**src/rtl/stack_ctrl_if.sv**
```systemverilog
// Request/response, RAM and status signals between the execution unit, the
// operand-stack RAM and stack_ctrl. slave = controller side, master = environment side.
interface stack_ctrl_if #(
  parameter int ADDR_W = 4
);
  logic              req_valid;
  logic              req_ready;
  logic [1:0]        req_pops;
  logic              req_push;
  logic [63:0]       push_data;
  logic [1:0]        push_type;
  logic              resp_valid;
  logic [63:0]       resp_a;
  logic [1:0]        resp_a_type;
  logic [63:0]       resp_b;
  logic [1:0]        resp_b_type;
  logic [ADDR_W-1:0] mem_addr;
  logic              mem_we;
  logic [65:0]       mem_wdata;
  logic [65:0]       mem_rdata;
  logic [ADDR_W:0]   count;
  logic [63:0]       top;
  logic [1:0]        top_type;
  logic              empty;
  logic [2:0]        trap;

  modport slave (
    input  req_valid, req_pops, req_push, push_data, push_type, mem_rdata,
    output req_ready, resp_valid, resp_a, resp_a_type, resp_b, resp_b_type,
           mem_addr, mem_we, mem_wdata, count, top, top_type, empty, trap
  );

  modport master (
    output req_valid, req_pops, req_push, push_data, push_type, mem_rdata,
    input  req_ready, resp_valid, resp_a, resp_a_type, resp_b, resp_b_type,
           mem_addr, mem_we, mem_wdata, count, top, top_type, empty, trap
  );
endinterface

```
**src/rtl/stack_ctrl.sv**
```systemverilog
// Operand-stack sequencer: pops 0-2 typed values from a single-port RAM, optionally
// pushes one, keeps depth and a cached top-of-stack, and raises a sticky trap.
module stack_ctrl #(
  parameter int DEPTH  = 16,
  parameter int ADDR_W = 4
) (
  input  logic        clk,
  input  logic        reset,
  stack_ctrl_if.slave bus
);
  typedef enum logic [2:0] {IDLE, RD_A, RD_B, CAP, WR, REF, DONE, TRAP} state_t;

  state_t            state_q, state_d;
  logic [ADDR_W:0]   count_q, count_d;
  logic [63:0]       top_q, top_d;
  logic [1:0]        top_type_q, top_type_d;
  logic [63:0]       resp_a_q, resp_a_d, resp_b_q, resp_b_d;
  logic [1:0]        resp_a_type_q, resp_a_type_d, resp_b_type_q, resp_b_type_d;
  logic [2:0]        trap_q, trap_d;
  logic [1:0]        pops_q, pops_d;
  logic              push_q, push_d;
  logic [63:0]       push_data_q, push_data_d;
  logic [1:0]        push_type_q, push_type_d;
  logic              ref_q, ref_d;

  logic [2:0]        chk_trap;
  logic [ADDR_W+1:0] after_req;
  logic [ADDR_W:0]   cnt_pop, cnt_m1, cnt_m2;

  assign cnt_pop = count_q - (ADDR_W+1)'(pops_q);
  assign cnt_m1  = count_q - (ADDR_W+1)'(1);
  assign cnt_m2  = count_q - (ADDR_W+1)'(2);

  // Classify an incoming request; the order fixes which trap wins when several apply.
  always_comb begin
    after_req = (ADDR_W+2)'(count_q) - (ADDR_W+2)'(bus.req_pops) + (ADDR_W+2)'(bus.req_push);
    if (bus.req_pops == 2'd3)                              chk_trap = 3'd3;
    else if ((ADDR_W+1)'(bus.req_pops) > count_q)          chk_trap = 3'd1;
    else if (after_req > (ADDR_W+2)'(DEPTH))               chk_trap = 3'd2;
    else                                                   chk_trap = 3'd0;
  end

  always_ff @(posedge clk or posedge reset) begin
    if (reset) state_q <= IDLE;
    else       state_q <= state_d;
  end

  always_comb begin
    state_d = state_q;
    unique case (state_q)
      IDLE: if (bus.req_valid) begin
        if (chk_trap != 3'd0)       state_d = TRAP;
        else if (bus.req_pops != 0) state_d = RD_A;
        else if (bus.req_push)      state_d = WR;
        else                        state_d = DONE;
      end
      RD_A:    state_d = (pops_q == 2'd2) ? RD_B : CAP;
      RD_B:    state_d = CAP;
      CAP:     state_d = push_q ? WR : ((cnt_pop != '0) ? REF : DONE);
      WR:      state_d = DONE;
      REF:     state_d = DONE;
      DONE:    state_d = IDLE;
      TRAP:    state_d = TRAP;
      default: state_d = IDLE;
    endcase
  end

  always_comb begin
    bus.req_ready  = (state_q == IDLE);
    bus.resp_valid = (state_q == DONE);
    bus.mem_we     = (state_q == WR);
    bus.mem_wdata  = {push_type_q, push_data_q};
    unique case (state_q)
      RD_A:    bus.mem_addr = cnt_m1[ADDR_W-1:0];
      RD_B:    bus.mem_addr = cnt_m2[ADDR_W-1:0];
      WR:      bus.mem_addr = count_q[ADDR_W-1:0];
      REF:     bus.mem_addr = cnt_m1[ADDR_W-1:0];
      default: bus.mem_addr = '0;
    endcase
  end

  // RAM read data lands one cycle after its address, so each capture sits one state later.
  always_comb begin
    count_d       = count_q;
    top_d         = top_q;
    top_type_d    = top_type_q;
    resp_a_d      = resp_a_q;
    resp_a_type_d = resp_a_type_q;
    resp_b_d      = resp_b_q;
    resp_b_type_d = resp_b_type_q;
    trap_d        = trap_q;
    pops_d        = pops_q;
    push_d        = push_q;
    push_data_d   = push_data_q;
    push_type_d   = push_type_q;
    ref_d         = (state_q == REF);
    unique case (state_q)
      IDLE: if (bus.req_valid) begin
        if (chk_trap != 3'd0) begin
          trap_d = chk_trap;
        end else begin
          pops_d        = bus.req_pops;
          push_d        = bus.req_push;
          push_data_d   = bus.push_data;
          push_type_d   = bus.push_type;
          resp_a_d      = '0;
          resp_a_type_d = '0;
          resp_b_d      = '0;
          resp_b_type_d = '0;
        end
      end
      RD_B: begin
        resp_a_d      = bus.mem_rdata[63:0];
        resp_a_type_d = bus.mem_rdata[65:64];
      end
      CAP: begin
        if (pops_q == 2'd1) begin
          resp_a_d      = bus.mem_rdata[63:0];
          resp_a_type_d = bus.mem_rdata[65:64];
        end else begin
          resp_b_d      = bus.mem_rdata[63:0];
          resp_b_type_d = bus.mem_rdata[65:64];
        end
        count_d = cnt_pop;
        if (!push_q && cnt_pop == '0) begin
          top_d      = '0;
          top_type_d = '0;
        end
      end
      WR: begin
        count_d    = count_q + (ADDR_W+1)'(1);
        top_d      = push_data_q;
        top_type_d = push_type_q;
      end
      DONE: if (ref_q) begin
        top_d      = bus.mem_rdata[63:0];
        top_type_d = bus.mem_rdata[65:64];
      end
      default: ;
    endcase
  end

  always_ff @(posedge clk or posedge reset) begin
    if (reset) begin
      count_q       <= '0;
      top_q         <= '0;
      top_type_q    <= '0;
      resp_a_q      <= '0;
      resp_a_type_q <= '0;
      resp_b_q      <= '0;
      resp_b_type_q <= '0;
      trap_q        <= '0;
      pops_q        <= '0;
      push_q        <= 1'b0;
      push_data_q   <= '0;
      push_type_q   <= '0;
      ref_q         <= 1'b0;
    end else begin
      count_q       <= count_d;
      top_q         <= top_d;
      top_type_q    <= top_type_d;
      resp_a_q      <= resp_a_d;
      resp_a_type_q <= resp_a_type_d;
      resp_b_q      <= resp_b_d;
      resp_b_type_q <= resp_b_type_d;
      trap_q        <= trap_d;
      pops_q        <= pops_d;
      push_q        <= push_d;
      push_data_q   <= push_data_d;
      push_type_q   <= push_type_d;
      ref_q         <= ref_d;
    end
  end

  assign bus.count       = count_q;
  assign bus.empty       = (count_q == '0);
  assign bus.top         = top_q;
  assign bus.top_type    = top_type_q;
  assign bus.resp_a      = resp_a_q;
  assign bus.resp_a_type = resp_a_type_q;
  assign bus.resp_b      = resp_b_q;
  assign bus.resp_b_type = resp_b_type_q;
  assign bus.trap        = trap_q;
endmodule

```
**src/flat_wrapper.sv**
```systemverilog
// flat-port wrapper written by rule: the top's interface ports become plain ports
module stack_ctrl_flat 
#(
  parameter int DEPTH  = 16,
  parameter int ADDR_W = 4
)
  (clk, reset, bus_req_valid, bus_req_pops, bus_req_push, bus_push_data, bus_push_type, bus_mem_rdata, bus_req_ready, bus_resp_valid, bus_resp_a, bus_resp_a_type, bus_resp_b, bus_resp_b_type, bus_mem_addr, bus_mem_we, bus_mem_wdata, bus_count, bus_top, bus_top_type, bus_empty, bus_trap);
  stack_ctrl_if #(.ADDR_W(ADDR_W)) bus_i ();
  input  logic clk;
  input  logic reset;
  input wire logic [$bits(bus_i.req_valid)-1:0] bus_req_valid;
  input wire logic [$bits(bus_i.req_pops)-1:0] bus_req_pops;
  input wire logic [$bits(bus_i.req_push)-1:0] bus_req_push;
  input wire logic [$bits(bus_i.push_data)-1:0] bus_push_data;
  input wire logic [$bits(bus_i.push_type)-1:0] bus_push_type;
  input wire logic [$bits(bus_i.mem_rdata)-1:0] bus_mem_rdata;
  output wire logic [$bits(bus_i.req_ready)-1:0] bus_req_ready;
  output wire logic [$bits(bus_i.resp_valid)-1:0] bus_resp_valid;
  output wire logic [$bits(bus_i.resp_a)-1:0] bus_resp_a;
  output wire logic [$bits(bus_i.resp_a_type)-1:0] bus_resp_a_type;
  output wire logic [$bits(bus_i.resp_b)-1:0] bus_resp_b;
  output wire logic [$bits(bus_i.resp_b_type)-1:0] bus_resp_b_type;
  output wire logic [$bits(bus_i.mem_addr)-1:0] bus_mem_addr;
  output wire logic [$bits(bus_i.mem_we)-1:0] bus_mem_we;
  output wire logic [$bits(bus_i.mem_wdata)-1:0] bus_mem_wdata;
  output wire logic [$bits(bus_i.count)-1:0] bus_count;
  output wire logic [$bits(bus_i.top)-1:0] bus_top;
  output wire logic [$bits(bus_i.top_type)-1:0] bus_top_type;
  output wire logic [$bits(bus_i.empty)-1:0] bus_empty;
  output wire logic [$bits(bus_i.trap)-1:0] bus_trap;
  assign bus_i.req_valid = bus_req_valid;
  assign bus_i.req_pops = bus_req_pops;
  assign bus_i.req_push = bus_req_push;
  assign bus_i.push_data = bus_push_data;
  assign bus_i.push_type = bus_push_type;
  assign bus_i.mem_rdata = bus_mem_rdata;
  assign bus_req_ready = bus_i.req_ready;
  assign bus_resp_valid = bus_i.resp_valid;
  assign bus_resp_a = bus_i.resp_a;
  assign bus_resp_a_type = bus_i.resp_a_type;
  assign bus_resp_b = bus_i.resp_b;
  assign bus_resp_b_type = bus_i.resp_b_type;
  assign bus_mem_addr = bus_i.mem_addr;
  assign bus_mem_we = bus_i.mem_we;
  assign bus_mem_wdata = bus_i.mem_wdata;
  assign bus_count = bus_i.count;
  assign bus_top = bus_i.top;
  assign bus_top_type = bus_i.top_type;
  assign bus_empty = bus_i.empty;
  assign bus_trap = bus_i.trap;
  stack_ctrl #(.DEPTH(DEPTH), .ADDR_W(ADDR_W)) u_core (.clk(clk), .reset(reset), .bus(bus_i));
endmodule
```
**config.mk**
```make
export PLATFORM = sky130hd
export DESIGN_NAME = stack_ctrl_flat
export DESIGN_NICKNAME = d
export VERILOG_FILES = /design/src/rtl/stack_ctrl_if.sv /design/src/rtl/stack_ctrl.sv /design/src/flat_wrapper.sv
export SDC_FILE = /design/constraint.sdc
export NUM_CORES = 1
export LEC_CHECK = 0
export BUFFER_PORTS_ARGS = -buffer_cell sky130_fd_sc_hd__buf_2
export CAP_MARGIN = 40
export CORE_MARGIN = 5
export CORE_UTILIZATION = 40
export CTS_CLUSTER_DIAMETER = 100
export DETAILED_ROUTE_END_ITERATION = 6
export MAX_ROUTING_LAYER = met4
export PLACE_DENSITY = 0.71
export SETUP_SLACK_MARGIN = 0.5
export SLEW_MARGIN = 20
export SYNTH_ARGS = -nofsm -noshare
export SYNTH_HDL_FRONTEND = slang
export SYNTH_SLANG_ARGS = --single-unit
```
**constraint.sdc**
```tcl
create_clock -name clk -period 10.3 [get_ports clk]
set_input_delay 1.545 -clock clk [delete_from_list [all_inputs] [get_ports clk]]
set_output_delay 1.545 -clock clk [all_outputs]
set_load 0.02 [all_outputs]
```
After elaboration in Yosys (flattened, before gate mapping)
Cells that the tools add are included.

Input bits: 138. Logic and storage cells: 89. Register bits: 279.

Add/subtract/negate cells: 6. Magnitude comparators: 2. Eq/ne operators: 16. Bitwise gates (word level): 1. Reductions and logical operators: 19. Multiplexer cells: 31.

Operator list (count): $mux W64 (6); $pmux W64 S3 (2); $pmux W64 S2 (1); $pmux W3 S7 (1); $mux W2 (9); $mux W3 (6); $eq A3 B3 Y1 const B (4); $pmux W2 S3 (2); $pmux W4 S3 (1); $logic_not A5 Y1 (2); $pmux W5 S2 (1); $reduce_and A3 Y1 (3); $reduce_bool A3 Y1 (3); $reduce_and A4 Y1 (2); $add A6 B1 Y6 (1); $eq A3 B2 Y1 const B (2); $gt A6 B5 Y1 const B (1); $ne A2 B1 Y1 const B (3); $ne A2 B2 Y1 const B (3); $reduce_bool A2 Y1 (3); $sub A5 B2 Y6 (1); $add A5 B1 Y5 const B (1); $gt A2 B5 Y1 (1); $reduce_bool A5 Y1 (1); other kinds (13) (15).

Depth between registers and ports, before layout
Depth after elaboration: 10. Depth in mapped cells: 13. Gate-level depth less buffers: 11.

Least setup slack after synthesis
OpenSTA, ideal clock, no wires.

Kind: input-to-reg. Start: in bus_req_pops[0]. End: reg u_core.push_data_q[45]. Arrival time: 3990 ps. Buffers on the path: 2. Stages: 11. Setup time: 127 ps. Slack: 6183 ps. Cells stage by stage: ha_1 inv_1 ha_1 fa_1 xor2_1 a2111oi_4 o21ai_2 nor3_4 buf_6 buf_4 mux2_1.

Longest elaborated chain between the ends: 9. Elaborated cells between the ends (all ways): 11. Classes of those cells: 2 x add/sub; 2 x order compare; 1 x eq/ne; 3 x mux; 1 x bitwise; 2 x reduce/logical.

RTL lines: start, declared (line flat_wrapper.sv:12) `input wire logic [$bits(bus_i.req_pops)-1:0] bus_req_pops;`; $sub A5 B2 Y6 (line stack_ctrl.sv:36) `after_req = (ADDR_W+2)'(count_q) - (ADDR_W+2)'(bus.req_pops) + (ADDR_W+2)'(bus.req_push);`; $add A6 B1 Y6 (line stack_ctrl.sv:36); $gt A6 B5 Y1 (line stack_ctrl.sv:39) `else if (after_req > (ADDR_W+2)'(DEPTH)) chk_trap = 3'd2;`; $mux W2 (line stack_ctrl.sv:39); $mux W3 (line stack_ctrl.sv:38) `else if ((ADDR_W+1)'(bus.req_pops) > count_q) chk_trap = 3'd1;`; $mux W3 (*) (line stack_ctrl.sv:37) `if (bus.req_pops == 2'd3) chk_trap = 3'd3;`; $reduce_bool A3 Y1 (*) (line stack_ctrl.sv:99) `if (chk_trap != 3'd0) begin`; $not A1 Y1 (no line) (*); $reduce_and A3 Y1 (no line) (*); end signal, assigned (line stack_ctrl.sv:169) `push_data_q <= push_data_d;`; end, declared (line stack_ctrl.sv:22) `logic [63:0] push_data_q, push_data_d;`.

Every way passes the cells marked *; elsewhere a longest branch is shown, timed or not. A chain may end at the register's enable or synchronous reset.

Worst setup path after layout
Start: in bus_req_pops[0]. End: reg u_core.resp_a_q[22], in the netlist u_core.bus.resp_a[22].

Longest elaborated chain between the ends: 9. Elaborated cells between the ends (all ways): 11. Classes of those cells: 2 x add/sub; 2 x order compare; 2 x eq/ne; 3 x mux; 2 x reduce/logical.

RTL lines: $sub A5 B2 Y6 (line stack_ctrl.sv:36); $add A6 B1 Y6 (line stack_ctrl.sv:36); $gt A6 B5 Y1 (line stack_ctrl.sv:39); $mux W2 (line stack_ctrl.sv:39); $mux W3 (line stack_ctrl.sv:38); $mux W3 (*) (line stack_ctrl.sv:37); $reduce_bool A3 Y1 (*) (line stack_ctrl.sv:99); $ne A2 B2 Y1 (no line) (*); $reduce_and A4 Y1 (no line) (*); end signal, assigned (line stack_ctrl.sv:162) `resp_a_q <= resp_a_d;`; end, declared (line stack_ctrl.sv:17) `logic [63:0] resp_a_q, resp_a_d, resp_b_q, resp_b_d;`.

Marked as above.

==> summary.md <==
| Metric | Value |
|---|---|
| Status | complete, no violations |
| Initial antenna violation count | 1 |
| Slew HR | 42.5% |
| Hold Startpoint | u_core.bus.trap[0]$_DFFE_PP0P_ |
| Worst setup path startpoint | bus_req_pops[0] |
| Crit-path cells | buf_2 -> ha_1 -> inv_1 -> ha_1 -> fa_1 -> xor2_1 -> a2111oi_4 -> o21ai_2 -> nor2_4 -> buf_4 -> o21ai_0 |
| Remaining global-route overflow | 0 |
| Residual DRC count | 0 |
| Most frequent cell after synthesis | dfrtp_1 |
| Vias in the first global route | around 11000 |
| Cells after synthesis | 1187 |
| Gr usage total | between 20% and 30% |
| Worst path max stage delay | between 500 and 600 ps |
| Fin crit share | around two fifths |
| First-pass GRT wire length | around 63000 um |
| IO Pins | roughly 420 |
| Vias per cell | between 5 and 6 |
| Setup bufs post-CTS | 0 |
| Critical path class | in2reg |
| Slew @ Worst Pin | roughly 860 ps |
| Final Max Tran Viols | 0 |
| Crit path max-delay family | adder cells |
| Yosys reg bits | 278 |
| Worst Path Buf+Inv | 3 |
| Clk_lat worst skew | around 550 ps |
| Inserted Clock Buffers | 30 |
| Core Region | 30300 um^2 |
| Drt pass-1 iters | 6 |
| 1st-iter DRT viols | between 700 and 800 |
| Final setup viols | 0 |
| Area grow syn2layout | 28.4% |
| H-Tree Depth | 1 |
| Die width | ~180 um |
| Worst path most repeated cell | ha_1 |
| Synthesized net count | between 1000 and 1500 |
| Die area | 34100 um^2 |
| Share of the synthesized area in the top cell type | a little under three fifths |
| Area after DPL | ~15000 um^2 |
| Yosys cell types | between 50 and 60 |
| EDFF count, synth | 0 |
| Fmax | between 0.2 and 0.25 GHz |
| Clk slew on worst S/H paths | about 70 ps |
| Reg-to-reg startpoint | u_core.bus.count[0]$_DFFE_PP0P_ |
| RSZ-0062 raised after global routing | no |
| Clock sinks | about 280 |
| Crit path max fanout | 38 |
| Setup Skew | 10.1 ps |
| CTS tree | yes |
| Post-route cell area | ~16000 um^2 |
| Avg Inst Size Synth | approximately 10 um^2 |
| Post-CTS sizing | 0 |
| Fraction of layout cells with a size suffix above 1 | about a third |
| WL final | approximately 41000 um |
| Rows | 64 |
| DRT antenna net count | 0 |
| Hold Buf Count CTS | 0 |
| Max-cap violations | 0 |
| DR vias | between 10000 and 15000 |
| Height of the die | about 180 um |
| Yosys warnings | 0 |
| Peak supply drop | 0.185 mV |
| Overall Power | about 6 mW |
| CP required | approximately 11000 ps |
| HP Class | reg2reg |
| DP HPWL | about 28000 um |
| Initial Utilization | 40.2% |
| Slowest CP cell | nor2_4 |
| Post-synthesis sequential area ratio | approximately 57% |
| Ranking of synthesized cells by area | dfrtp_1 (57%), a22oi_1 (8.2%), nand2_1 (6.6%), o21ai_0 (5.8%), mux2_1 (4.0%) |
| Power Dens Cells | roughly 390 nW/um^2 |
| Critical Path AT | around 4700 ps |
| Largest net degree at the start of global routing | 76 |
| CTS Buffer Depth | 3 |
| Syn Std Cell Area | 12200 um^2 |
| TNS Setup | 0 ps |
| Root Driver | clkbuf_16 |
| Fill cells | between 2000 and 3000 |
| Post-synth ARST share | between 90% and 100% |
| Primary FF master, synth | dfrtp_1 |
| WL/cell | 20.5 um |
| Crit. End Element | flip-flop |
| Most frequent cells after synthesis | dfrtp_1 (278), nand2_1 (213), o21ai_0 (141) |
| Nets | about 1700 |
| Port Buffers | ~420 |
| Area leader, netlist | dfrtp_1 |
| GPL Wtd Cong | 0.893 |
| Final hold violations | 0 |
| Final Util | between 50% and 60% |
| Pleak | around 7.6 nW |
| Worst Setup Start Kind | input pin |
| Minimum clock period | 4310 ps |
==> logic make-up (layout without fill, tap and decap cells) <==
family          after synthesis  after routing  share of synthesized area (%)
other cells                   1              2                         0.0307
simple gates                328            328                           10.9
mux                          70             70                           6.44
fa+ha+maj                    22             22                           2.38
flops                       278            278                           57.0
buf+inv                     106            502                           3.79
xor+xnor                      8              8                          0.574
compound gates              374            374                           18.8
==> routing by layer <==
metal  global-route usage, %  share of wire (%)  vias to the layer above
met3                    4.44                7.5                       79
li1                        -                  -                     4925
met1                    31.9                 42                     5319
met5                       -                  0                        -
met4                    6.08                2.6                        0
met2                    37.3                 48                      447
==> cell type report <==
class                           count  area [um^2]  share of cell area (%)
Clock buffer                       41          863                    5.51
Sequential cell                   278         6960                    44.4
Tap cell                          396          495                    3.16
Clock inverter                      9         50.0                   0.320
Inverter                           13         56.3                   0.360
Timing Repair Buffer              439         2400                    15.3
Multi-Input combinational cell    803         4840                    30.9
Antenna cell                        1         2.50                  0.0160
==> final timing paths <==
path,end,slack [ps],cells past startpoint
max,u_core.bus.resp_a[22]$_DFFE_PP0P_,5990,11
min,u_core.bus.trap[0]$_DFFE_PP0P_,510,1
max reg2reg,u_core.bus.top[6]$_DFFE_PP0P_,6120,10
min reg2reg,u_core.bus.trap[0]$_DFFE_PP0P_,510,1
max in group asynchronous,u_core.push_data_q[14]$_DFFE_PP0P_,7880,5
min in group asynchronous,u_core.push_data_q[37]$_DFFE_PP0P_,1010,2
==> cell usage in the layout (no fill, tap or decap), types with 6 or more instances in the layout <==
| cell | count |
|---|---|
| clkbuf_16 | 31 |
| buf_16 | 6 |
| ha_1 | 20 |
| buf_4 | 15 |
| mux2_1 | 43 |
| o22ai_1 | 6 |
| nor2_1 | 76 |
| a21oi_1 | 74 |
| dfrtp_1 | 278 |
| nor2b_1 | 6 |
| o21ai_0 | 141 |
| clkinv_2 | 7 |
| nand3_1 | 7 |
| inv_1 | 12 |
| a22oi_1 | 134 |
| buf_2 | 416 |
| nand2_1 | 212 |
| mux2_2 | 25 |
==> stage by stage <==
stage / hold WS, ps / instances / worst slack, ps
2_1_floorplan: 485 / 1187 / 1090
3_3_place_gp: 488 / 1921 / 5430
3_5_place_dp: 494 / 1927 / 5320
4_1_cts: 511 / 1977 / 5930
5_1_grt: 538 / 1980 / 5730
6_report: 508 / 1980 / 5990
==> flip-flops by register name, summed over array words and instances (netlist names), 5 cells and up, named ones only <==
register,cells
u_core.bus.count,5
u_core.bus.resp_a,64
u_core.bus.resp_b,64
u_core.bus.top,64
u_core.push_data_q,64
==> power by group <==
group / internal (mW) / switching (mW)
clock network: 0.579 / 0.437
registers: 1.64 / 0.399
logic: 0.990 / 2.02
No activity file was read; power rests on OpenSTA's default activity.
